`src/rtl/fpdiv.sv`:
```
// Sequential single-precision divider P = A / B: restoring mantissa division, one quotient bit
// per cycle, RNE rounding, denormal operands flushed to zero, no gradual underflow on the result.
module fpdiv #(
    parameter int EXP_W = 8,
    parameter int MAN_W = 23
) (
    input  logic                   clk,
    input  logic                   rst_n,
    input  logic                   start,
    input  logic [EXP_W+MAN_W:0]   a,
    input  logic [EXP_W+MAN_W:0]   b,
    output logic                   done,
    output logic [EXP_W+MAN_W:0]   p,
    output logic                   uf,
    output logic                   of,
    output logic                   nanf,
    output logic                   inff,
    output logic                   dnf,
    output logic                   zf,
    output logic                   dzf
);
    localparam int W     = EXP_W + MAN_W + 1;
    localparam int SIG_W = MAN_W + 1;
    localparam int QN    = MAN_W + 3;
    localparam int CW    = $clog2(QN);
    localparam int EW    = EXP_W + 2;

    localparam logic [EW-1:0]    BIAS     = EW'((1 << (EXP_W - 1)) - 1);
    localparam logic [EW-1:0]    EMAX     = EW'((1 << EXP_W) - 1);
    localparam logic [EW-1:0]    ONE_E    = EW'(1);
    localparam logic [EXP_W-1:0] EXP_ONES = '1;
    localparam logic [CW-1:0]    CNT_INIT = CW'(QN - 1);
    localparam logic [W-1:0]     QNAN     = {1'b0, {EXP_W{1'b1}}, 1'b1, {(MAN_W - 1){1'b0}}};

    typedef enum logic [2:0] {IDLE, LOAD, DIV, NORM, DONE} state_t;

    state_t            state_reg;
    logic [W-1:0]      op_reg [2];
    logic              sign_reg;
    logic [EW-1:0]     exp_reg;
    logic [SIG_W:0]    rem_reg;
    logic [SIG_W-1:0]  div_reg;
    logic [QN-1:0]     quo_reg;
    logic [CW-1:0]     cnt_reg;
    logic              done_reg;
    logic [W-1:0]      p_reg;
    logic              uf_reg, of_reg, nanf_reg, inff_reg, dnf_reg, zf_reg, dzf_reg;

    // Operand 0 is the dividend, operand 1 the divisor; a denormal counts as zero.
    logic [EXP_W-1:0]  op_exp  [2];
    logic [MAN_W-1:0]  op_frac [2];
    logic [1:0]        op_sign, op_nan, op_inf, op_zero, op_den;

    genvar gi;
    generate
        for (gi = 0; gi < 2; gi++) begin : g_unpack
            assign op_sign[gi] = op_reg[gi][W-1];
            assign op_exp[gi]  = op_reg[gi][W-2:MAN_W];
            assign op_frac[gi] = op_reg[gi][MAN_W-1:0];
            assign op_nan[gi]  = (op_exp[gi] == EXP_ONES) && (op_frac[gi] != '0);
            assign op_inf[gi]  = (op_exp[gi] == EXP_ONES) && (op_frac[gi] == '0);
            assign op_zero[gi] = (op_exp[gi] == '0);
            assign op_den[gi]  = (op_exp[gi] == '0) && (op_frac[gi] != '0);
        end
    endgenerate

    logic              res_sign;
    logic [EW-1:0]     exp_load;
    assign res_sign = op_sign[0] ^ op_sign[1];
    assign exp_load = {2'b00, op_exp[0]} - {2'b00, op_exp[1]} + BIAS;

    // Restoring step: the partial remainder stays below 2*D, so one guard bit suffices.
    logic              rem_ge;
    logic [SIG_W:0]    rem_diff, rem_sub, rem_next;
    assign rem_ge   = rem_reg >= {1'b0, div_reg};
    assign rem_diff = rem_reg - {1'b0, div_reg};
    assign rem_sub  = rem_ge ? rem_diff : rem_reg;
    assign rem_next = rem_sub << 1;

    // Quotient lies in (0.5, 2); the hidden bit is always set after normalisation, so a carry
    // out of the fraction alone signals mantissa overflow to 2.0.
    logic              norm_top, guard, sticky, round_up, carry;
    logic [MAN_W-1:0]  sig_frac;
    logic [MAN_W:0]    frac_rnd;
    logic [EW-1:0]     exp_norm;
    logic              exp_ovf, exp_unf;
    assign norm_top = quo_reg[QN-1];
    assign sig_frac = norm_top ? quo_reg[QN-2:2] : quo_reg[QN-3:1];
    assign guard    = norm_top ? quo_reg[1] : quo_reg[0];
    assign sticky   = (norm_top & quo_reg[0]) | (rem_reg != '0);
    assign round_up = guard & (sticky | sig_frac[0]);
    assign frac_rnd = {1'b0, sig_frac} + {{MAN_W{1'b0}}, round_up};
    assign carry    = frac_rnd[MAN_W];
    assign exp_norm = exp_reg - (norm_top ? '0 : ONE_E) + (carry ? ONE_E : '0);
    assign exp_ovf  = $signed(exp_norm) >= $signed(EMAX);
    assign exp_unf  = exp_norm[EW-1] || (exp_norm == '0);

    always_ff @(posedge clk or negedge rst_n) begin
        if (!rst_n) begin
            state_reg <= IDLE;
            op_reg[0] <= '0;
            op_reg[1] <= '0;
            sign_reg  <= 1'b0;
            exp_reg   <= '0;
            rem_reg   <= '0;
            div_reg   <= '0;
            quo_reg   <= '0;
            cnt_reg   <= '0;
            done_reg  <= 1'b0;
            p_reg     <= '0;
            uf_reg    <= 1'b0;
            of_reg    <= 1'b0;
            nanf_reg  <= 1'b0;
            inff_reg  <= 1'b0;
            dnf_reg   <= 1'b0;
            zf_reg    <= 1'b0;
            dzf_reg   <= 1'b0;
        end else begin
            done_reg <= 1'b0;
            case (state_reg)
                IDLE: begin
                    if (start) begin
                        op_reg[0] <= a;
                        op_reg[1] <= b;
                        p_reg     <= '0;
                        uf_reg    <= 1'b0;
                        of_reg    <= 1'b0;
                        nanf_reg  <= 1'b0;
                        inff_reg  <= 1'b0;
                        dnf_reg   <= 1'b0;
                        zf_reg    <= 1'b0;
                        dzf_reg   <= 1'b0;
                        state_reg <= LOAD;
                    end
                end
                LOAD: begin
                    sign_reg  <= res_sign;
                    dnf_reg   <= |op_den;
                    state_reg <= DONE;
                    if ((|op_nan) || (&op_zero) || (&op_inf)) begin
                        p_reg    <= QNAN;
                        nanf_reg <= 1'b1;
                    end else if (op_inf[0]) begin
                        p_reg    <= {res_sign, EXP_ONES, {MAN_W{1'b0}}};
                        inff_reg <= 1'b1;
                    end else if (op_zero[1]) begin
                        p_reg    <= {res_sign, EXP_ONES, {MAN_W{1'b0}}};
                        inff_reg <= 1'b1;
                        dzf_reg  <= 1'b1;
                    end else if (op_zero[0] || op_inf[1]) begin
                        p_reg    <= {res_sign, {(W - 1){1'b0}}};
                        zf_reg   <= 1'b1;
                    end else begin
                        exp_reg   <= exp_load;
                        rem_reg   <= {2'b01, op_frac[0]};
                        div_reg   <= {1'b1, op_frac[1]};
                        quo_reg   <= '0;
                        cnt_reg   <= CNT_INIT;
                        state_reg <= DIV;
                    end
                end
                DIV: begin
                    rem_reg <= rem_next;
                    quo_reg <= {quo_reg[QN-2:0], rem_ge};
                    cnt_reg <= cnt_reg - CW'(1);
                    if (cnt_reg == '0)
                        state_reg <= NORM;
                end
                NORM: begin
                    if (exp_ovf) begin
                        p_reg    <= {sign_reg, EXP_ONES, {MAN_W{1'b0}}};
                        of_reg   <= 1'b1;
                        inff_reg <= 1'b1;
                    end else if (exp_unf) begin
                        p_reg    <= {sign_reg, {(W - 1){1'b0}}};
                        uf_reg   <= 1'b1;
                        zf_reg   <= 1'b1;
                    end else begin
                        p_reg    <= {sign_reg, exp_norm[EXP_W-1:0], frac_rnd[MAN_W-1:0]};
                    end
                    state_reg <= DONE;
                end
                DONE: begin
                    done_reg  <= 1'b1;
                    state_reg <= IDLE;
                end
                default: state_reg <= IDLE;
            endcase
        end
    end

    assign done = done_reg;
    assign p    = p_reg;
    assign uf   = uf_reg;
    assign of   = of_reg;
    assign nanf = nanf_reg;
    assign inff = inff_reg;
    assign dnf  = dnf_reg;
    assign zf   = zf_reg;
    assign dzf  = dzf_reg;
endmodule

```
`config.mk`:
```
export PLATFORM = sky130hd
export DESIGN_NAME = fpdiv
export DESIGN_NICKNAME = d
export VERILOG_FILES = /design/src/rtl/fpdiv.sv
export SDC_FILE = /design/constraint.sdc
export NUM_CORES = 1
export LEC_CHECK = 0
export ABC_CLOCK_PERIOD_IN_PS = 7200
export CAP_MARGIN = 25
export CELL_PAD_IN_SITES_DETAIL_PLACEMENT = 0
export CELL_PAD_IN_SITES_GLOBAL_PLACEMENT = 1
export CORE_MARGIN = 2
export CORE_UTILIZATION = 45
export DETAILED_ROUTE_END_ITERATION = 7
export GPL_TIMING_DRIVEN = 1
export PLACE_DENSITY_LB_ADDON = 0.1
export SETUP_SLACK_MARGIN = 0.2
export SYNTH_ARGS = -nofsm -noshare
export SYNTH_HDL_FRONTEND = slang
export SYNTH_SLANG_ARGS = --single-unit
```
`constraint.sdc`:
```
create_clock -name clk -period 7.2 [get_ports clk]
set_input_delay 1.44 -clock clk [delete_from_list [all_inputs] [get_ports clk]]
set_output_delay 1.44 -clock clk [all_outputs]
set_load 0.005 [all_outputs]
```
==> results of run 1 <==
==> cell families after synthesis <==
group           synth area share, %
compound gates                 16.9
xor+xnor                       5.19
fa+ha+maj                      5.54
buf+inv                        4.49
flops                          43.2
mux                            3.51
simple gates                   21.2
==> routing by layer <==
| metal | up-vias | global-route usage [%] | routed length [um] |
|---|---|---|---|
| li1 | 4722 | - | - |
| met1 | 4599 | 31.5 | 13800 |
| met2 | 176 | 39.4 | 14500 |
| met3 | 21 | 3.28 | 1040 |
| met4 | 0 | 5.14 | 372 |
| met5 | - | 0 | 0 |
==> per-stage QoR <==
step	util, %	setup WS, ns
finish	53.4	1.51
global route	53.4	1.10
CTS	53.2	1.51
detailed placement	50.8	1.53
global placement	50.8	1.68
floorplan	-	2.52
==> layout by cell type, fill, tap and decap left out, types with 13 or more instances in the layout <==
master	n
nand2_1	330
dfrtp_1	198
o21ai_0	111
clkdlybuf4s50_1	105
inv_1	57
nor2_1	55
ha_1	46
a21oi_1	35
xor2_1	35
nand3_1	33
xnor2_1	33
mux2i_1	29
nor4_1	28
a22o_1	23
a22oi_1	21
nor3_1	18
nand4_1	17
clkbuf_16	17
o211ai_1	13
==> where the power goes <==
group          switching [mW]  internal [mW]
logic                    2.17           1.51
clock network           0.504          0.473
registers               0.406           1.52
total                    3.08           3.50
==> worst max path at each step <==
stage / from / endpoint / slack (ns) / depth (start not counted)
after floorplan: quo_reg[4] / p[25] / 2.52 / 16
final: quo_reg[25] / p[22] / 1.51 / 17
after CTS: quo_reg[25] / p[22] / 1.51 / 17
after global routing: quo_reg[25] / p[22] / 1.10 / 17
after detailed placement: quo_reg[25] / p[22] / 1.53 / 17
after global placement: quo_reg[25] / p[22] / 1.68 / 17
==> area by class of cell <==
class                   count  area, um^2
diodes                      1        2.50
clock buffers              17         425
clock inverters            15         181
fillers                  2444       11700
inverters                  57         214
multi-input cells         991        6030
flip-flops and latches    198        4950
well taps                 330         413
repair buffers            119        1200
==> critical path: cells and delay by family, from the launching register on <==
kind,cells,cell delay [ns]
AOI/OAI and AO/OA,4,1.12
xor gates and xnor gates,1,0.15
adders and majority gates,3,0.92
buffers and inverters,2,0.27
DFF,1,0.84
muxes,1,0.31
and+or+nand+nor,6,1.97
==> impl_metrics.tcl, run 1 <==
set metrics [dict create \
    placed_cells 1693 \
    yosysMostFrequentCell "nand2_1" \
    grt_pass1_vias 9331 \
    syn_avg_cell_area_um2 8.73 \
    syn_inst 1314 \
    synth_top_flop_cell "dfrtp_1" \
    clk_pin_slew_ns 0.08 \
    finClkSkew_ns 0.0138 \
    syn_area_um2 11500 \
    wl_per_cell_um 17.2 \
    r2r-end "p[22]" \
    cts_tree "built" \
    syn2layout_area_growth_pct 16.9 \
    drv_cap 0 \
    gp_congestion 0.897 \
    whs_path_depth 2 \
    drtPass1Iterations 5 \
    postRouteAntennaNets 0 \
    worst-setup-path-type "register to register" \
    synth_cell_types 67 \
    finalSetupTns_ns 0 \
    worstSetupEndpointType "register" \
    htreeDepth 4 \
    status "completed" \
    crit_required_ns 7.52 \
    max_freq_ghz 0.176 \
    grtUsageTotal_pct 23.1 \
    cp_cell_sequence "mux2_2 > nand4_1 > nor3_1 > nand4_1 > or3b_2 > ha_1 > inv_1 > ha_1 > fa_1 > a211oi_1 > o211ai_1 > a31oi_1 > xnor2_1 > nor4_4 > nor4_4 > buf_4 > a221o_1" \
    initial_core_util_pct 45.7 \
    yosysWarnings 0 \
    relSlewSlack_pct 32.7 \
    critPathArrivalTime_ns 6.01 \
    worst_hold_path.endpoint "div_reg[23]" \
    design_area_um2 13400 \
    wirelength_mm 29.7 \
    die-area_um2 26800 \
    io_pins 107 \
    io_buffers 106 \
    hold_ws_ns 0.454 \
    synth_top_cell_area_share_pct 43.2 \
    post-cts-setup-buffer-count 0 \
    tightest_slew_ns 1.01 \
    vias 9518 \
    synth_edf_count 0 \
    die_x_um 164 \
    startpoint_type "register" \
    grt_overflow 0 \
    clock_path_buffers 2 \
    final.period_utilization_pct 79.0 \
    ys_seq_area_share_pct 43.2 \
    hold_violations 0 \
    worstHoldStart "div_reg[23]" \
    min_period_ns 5.69 \
    min_path_type "register to register" \
    postCtsHoldBufs 0 \
    r2r_slack_ns 1.51 \
    drcViolationCount 0 \
    drive_gt1_share_pct 5.51 \
    finalNetCount 1500 \
    synth_area_leaders "dfrtp_1 (43%), nand2_1 (11%), ha_1 (5.0%), o21ai_0 (4.8%), xor2_1 (2.7%)" \
    ys_ff_latch 198 \
    clk_latency_ns 0.44 \
    syn-num-nets 1430 \
    ir_drop_v 0.000217 \
    grt_max_degree 120 \
    p_per_area_nw_per_um2 490 \
    antenna_found_initial 1 \
    cts_root_buffer "clkbuf_16" \
    rr_startpoint "quo_reg[25]" \
    core_um2 25100 \
    grt_pass1_wl_mm 49.2 \
    cpPeakStageDelay_ns 0.84 \
    reg2regPathDepth 17 \
    leakage_nw 5.93 \
    largest_register_ffs 46 \
    drt-vias-per-instance 5.51 \
    place_area_um2 12800 \
    first_iter_violations 648 \
    dp_hpwl_mm 21.3 \
    die_height_um 164 \
    drv_slew 0 \
    slowest_stage "dfrtp_1" \
    stdcell_count 1728 \
    num_rows 58 \
    grt_setup_unrepaired "false" \
    numCtsBuffers 17 \
    synth_top_area_cell "dfrtp_1" \
    setup_viol 0 \
    cts.sink_count 198 \
    cts_resized 0 \
    async_flop_share_pct 100 \
    p_total_mw 6.58 \
    cp_max_fo 23 \
    ys_top_cells_by_count "nand2_1 (330), dfrtp_1 (198), o21ai_0 (111)" \
]
Note: power is estimated with default switching activity, not from simulation.
==> run 2, diff against run 1 <==
- ABC_CLOCK_PERIOD_IN_PS: 7200 -> 5200
- CORE_UTILIZATION: 45 -> 40
- clock period: 7.2 -> 5.2 ns (I/O delays scaled with it)
==> run 2 against run 1 <==
  * Global-route usage decreased by 2.7 points
  * Clock power rose by 36%
  * Combinational power up 39%
  * Register-to-register slack got worse by 1.0 ns
  * Core utilization fell by 6.1 points
  * Highest routed layer unchanged
  * Power increased by 38%
  * Sequential power rose by 39%
  * Non-clock buffer count increased by 3
  * Clock-buffer cell count unchanged
  * Worst hold slack gained 0.0053 ns
  * Sequential share of layout area fell by 0.14 points
  * Largest power group unchanged
==> impl_metrics.tcl, run 2 (synthesized netlist as in run 1, its figures left out) <==
set metrics [dict create \
    status "completed" \
    vias 9491 \
    clk_latency_ns 0.44 \
    r2r_slack_ns 0.50 \
    reg2regPathDepth 17 \
    cts.sink_count 198 \
    startpoint_type "register" \
    cts_tree "built" \
    grt_setup_unrepaired "false" \
    cts_root_buffer "clkbuf_16" \
    num_rows 62 \
    worst_slack_ns 0.505 \
    grt_pass1_wl_mm 50.0 \
    min_period_ns 4.70 \
    drcViolationCount 0 \
    initial_core_util_pct 40.3 \
    io_buffers 106 \
    worstSetupEndpointType "register" \
    cp_max_fo 8 \
    crit_end "p[25]" \
    gp_congestion 0.820 \
    grt_overflow 0 \
    crit_required_ns 5.52 \
    cp_cell_sequence "buf_4 > mux2_2 > nand3_1 > nor3_2 > nand4_1 > or3b_2 > ha_1 > inv_1 > ha_1 > fa_2 > a211oi_4 > nor4b_1 > nor3_1 > a21bo_2 > nor4_4 > nor3_1 > a221o_1" \
    worstHoldStart "div_reg[23]" \
    final.period_utilization_pct 90.3 \
    die_height_um 173 \
    grtUsageTotal_pct 20.5 \
    drtPass1Iterations 5 \
    io_pins 107 \
    ir_drop_v 0.000315 \
    grt_pass1_vias 9484 \
    final_common_cell "nand2_1" \
    syn2layout_area_growth_pct 17.5 \
    rr_startpoint "quo_reg[25]" \
    antenna_found_initial 0 \
    wl_per_cell_um 16.8 \
    die-area_um2 30100 \
    finalNetCount 1503 \
    antenna_cells 0 \
    post-cts-setup-buffer-count 0 \
    htreeDepth 4 \
    max_freq_ghz 0.213 \
    drv_slew 0 \
    worstSetupStartpoint "quo_reg[25]" \
    r2r-end "p[25]" \
    numCtsBuffers 17 \
    largest_register_ffs 46 \
    drt-vias-per-instance 5.32 \
    finClkSkew_ns 0.0143 \
    relSlewSlack_pct 37.2 \
    grt_max_degree 96 \
    die_x_um 173 \
    cpPeakStageDelay_ns 0.50 \
    fin_util_pct 47.4 \
    clock_path_buffers 2 \
    final_cell_mix "nand2_1 (330), dfrtp_1 (194), o21ai_0 (111), clkdlybuf4s50_1 (105), inv_1 (57)" \
    leakage_nw 5.92 \
    core_um2 28500 \
    drv_cap 0 \
    dp_slack_ns 0.235 \
    dp_hpwl_mm 21.6 \
    hold_ws_ns 0.459 \
    finalSetupTns_ns 0 \
    slowest_stage "or3b_2" \
    p_per_area_nw_per_um2 674 \
    worst-setup-path-type "register to register" \
    clk_pin_slew_ns 0.08 \
    setup_viol 0 \
    min_path_type "register to register" \
    wirelength_mm 30.0 \
    tightest_slew_ns 0.942 \
    postRouteAntennaNets 0 \
    hold_violations 0 \
    first_iter_violations 571 \
    drive_gt1_share_pct 6.21 \
    critPathArrivalTime_ns 5.01 \
]
[run 2: per-stage QoR]
| stage | instances | total power [mW] | instance area [um^2] |
|---|---|---|---|
| floorplan | 1314 | 6.48 | 11500 |
| detailed placement | 1752 | 7.78 | 12900 |
| global route | 1784 | 9.92 | 13500 |
| finish | 1784 | 9.10 | 13500 |
| CTS | 1784 | 9.14 | 13500 |
| global placement | 1752 | 7.75 | 12900 |
[run 2: worst max-delay path: cells and delay by family (launching register included)]
| family | cells | cell delay (ns) |
|---|---|---|
| flip-flops | 1 | 0.47 |
| adder cells (fa/ha/maj) | 3 | 0.90 |
| multiplexers | 1 | 0.22 |
| AO/OA/AOI/OAI | 3 | 0.89 |
| AND/OR/NAND/NOR | 8 | 1.87 |
| buffers and inverters | 2 | 0.23 |
[run 2: power breakdown]
group	total, mW	switching, mW	internal (mW)
sequential	2.66	0.562	2.10
combinational	5.10	3.00	2.10
clock	1.33	0.684	0.646
[run 2: routing by layer]
layer,GRT usage (%),up-vias,wire length (um)
li1,-,4741,-
met3,3.16,27,956
met2,34.8,154,14500
met5,0,-,0
met4,5.33,0,524
met1,27.3,4569,14100
[run 2: final cells by class]
cell class | count | area (um^2)
clock buffers | 17 | 425
clock inverters | 15 | 159
repair buffers | 122 | 1200
flip-flops and latches | 198 | 4960
fillers | 2819 | 15000
well taps | 384 | 480
inverters | 57 | 214
multi-input cells | 991 | 6050
[run 2: how the worst min path moves through the flow]
stage                   to  slack, ns  depth (start not counted)
5_1_grt        div_reg[23]       0.47                          2
4_1_cts        div_reg[23]       0.46                          2
3_5_place_dp   div_reg[23]       0.44                          2
3_3_place_gp   div_reg[23]       0.43                          2
6_report       div_reg[23]       0.46                          2
2_1_floorplan  div_reg[23]       0.42                          2
[run 2: timing repair]
action	4_1_cts	5_1_grt
gates resized for setup	0	9
setup endpoints to repair	0	33
hold buffers	0	0
==> run 3, diff against run 2 <==
- CAP_MARGIN: 25 -> 10
- CTS_CLUSTER_SIZE: unset -> 40
==> results of run 3 <==
No change in the layout: final DEF, timing and power equal those of run 2.
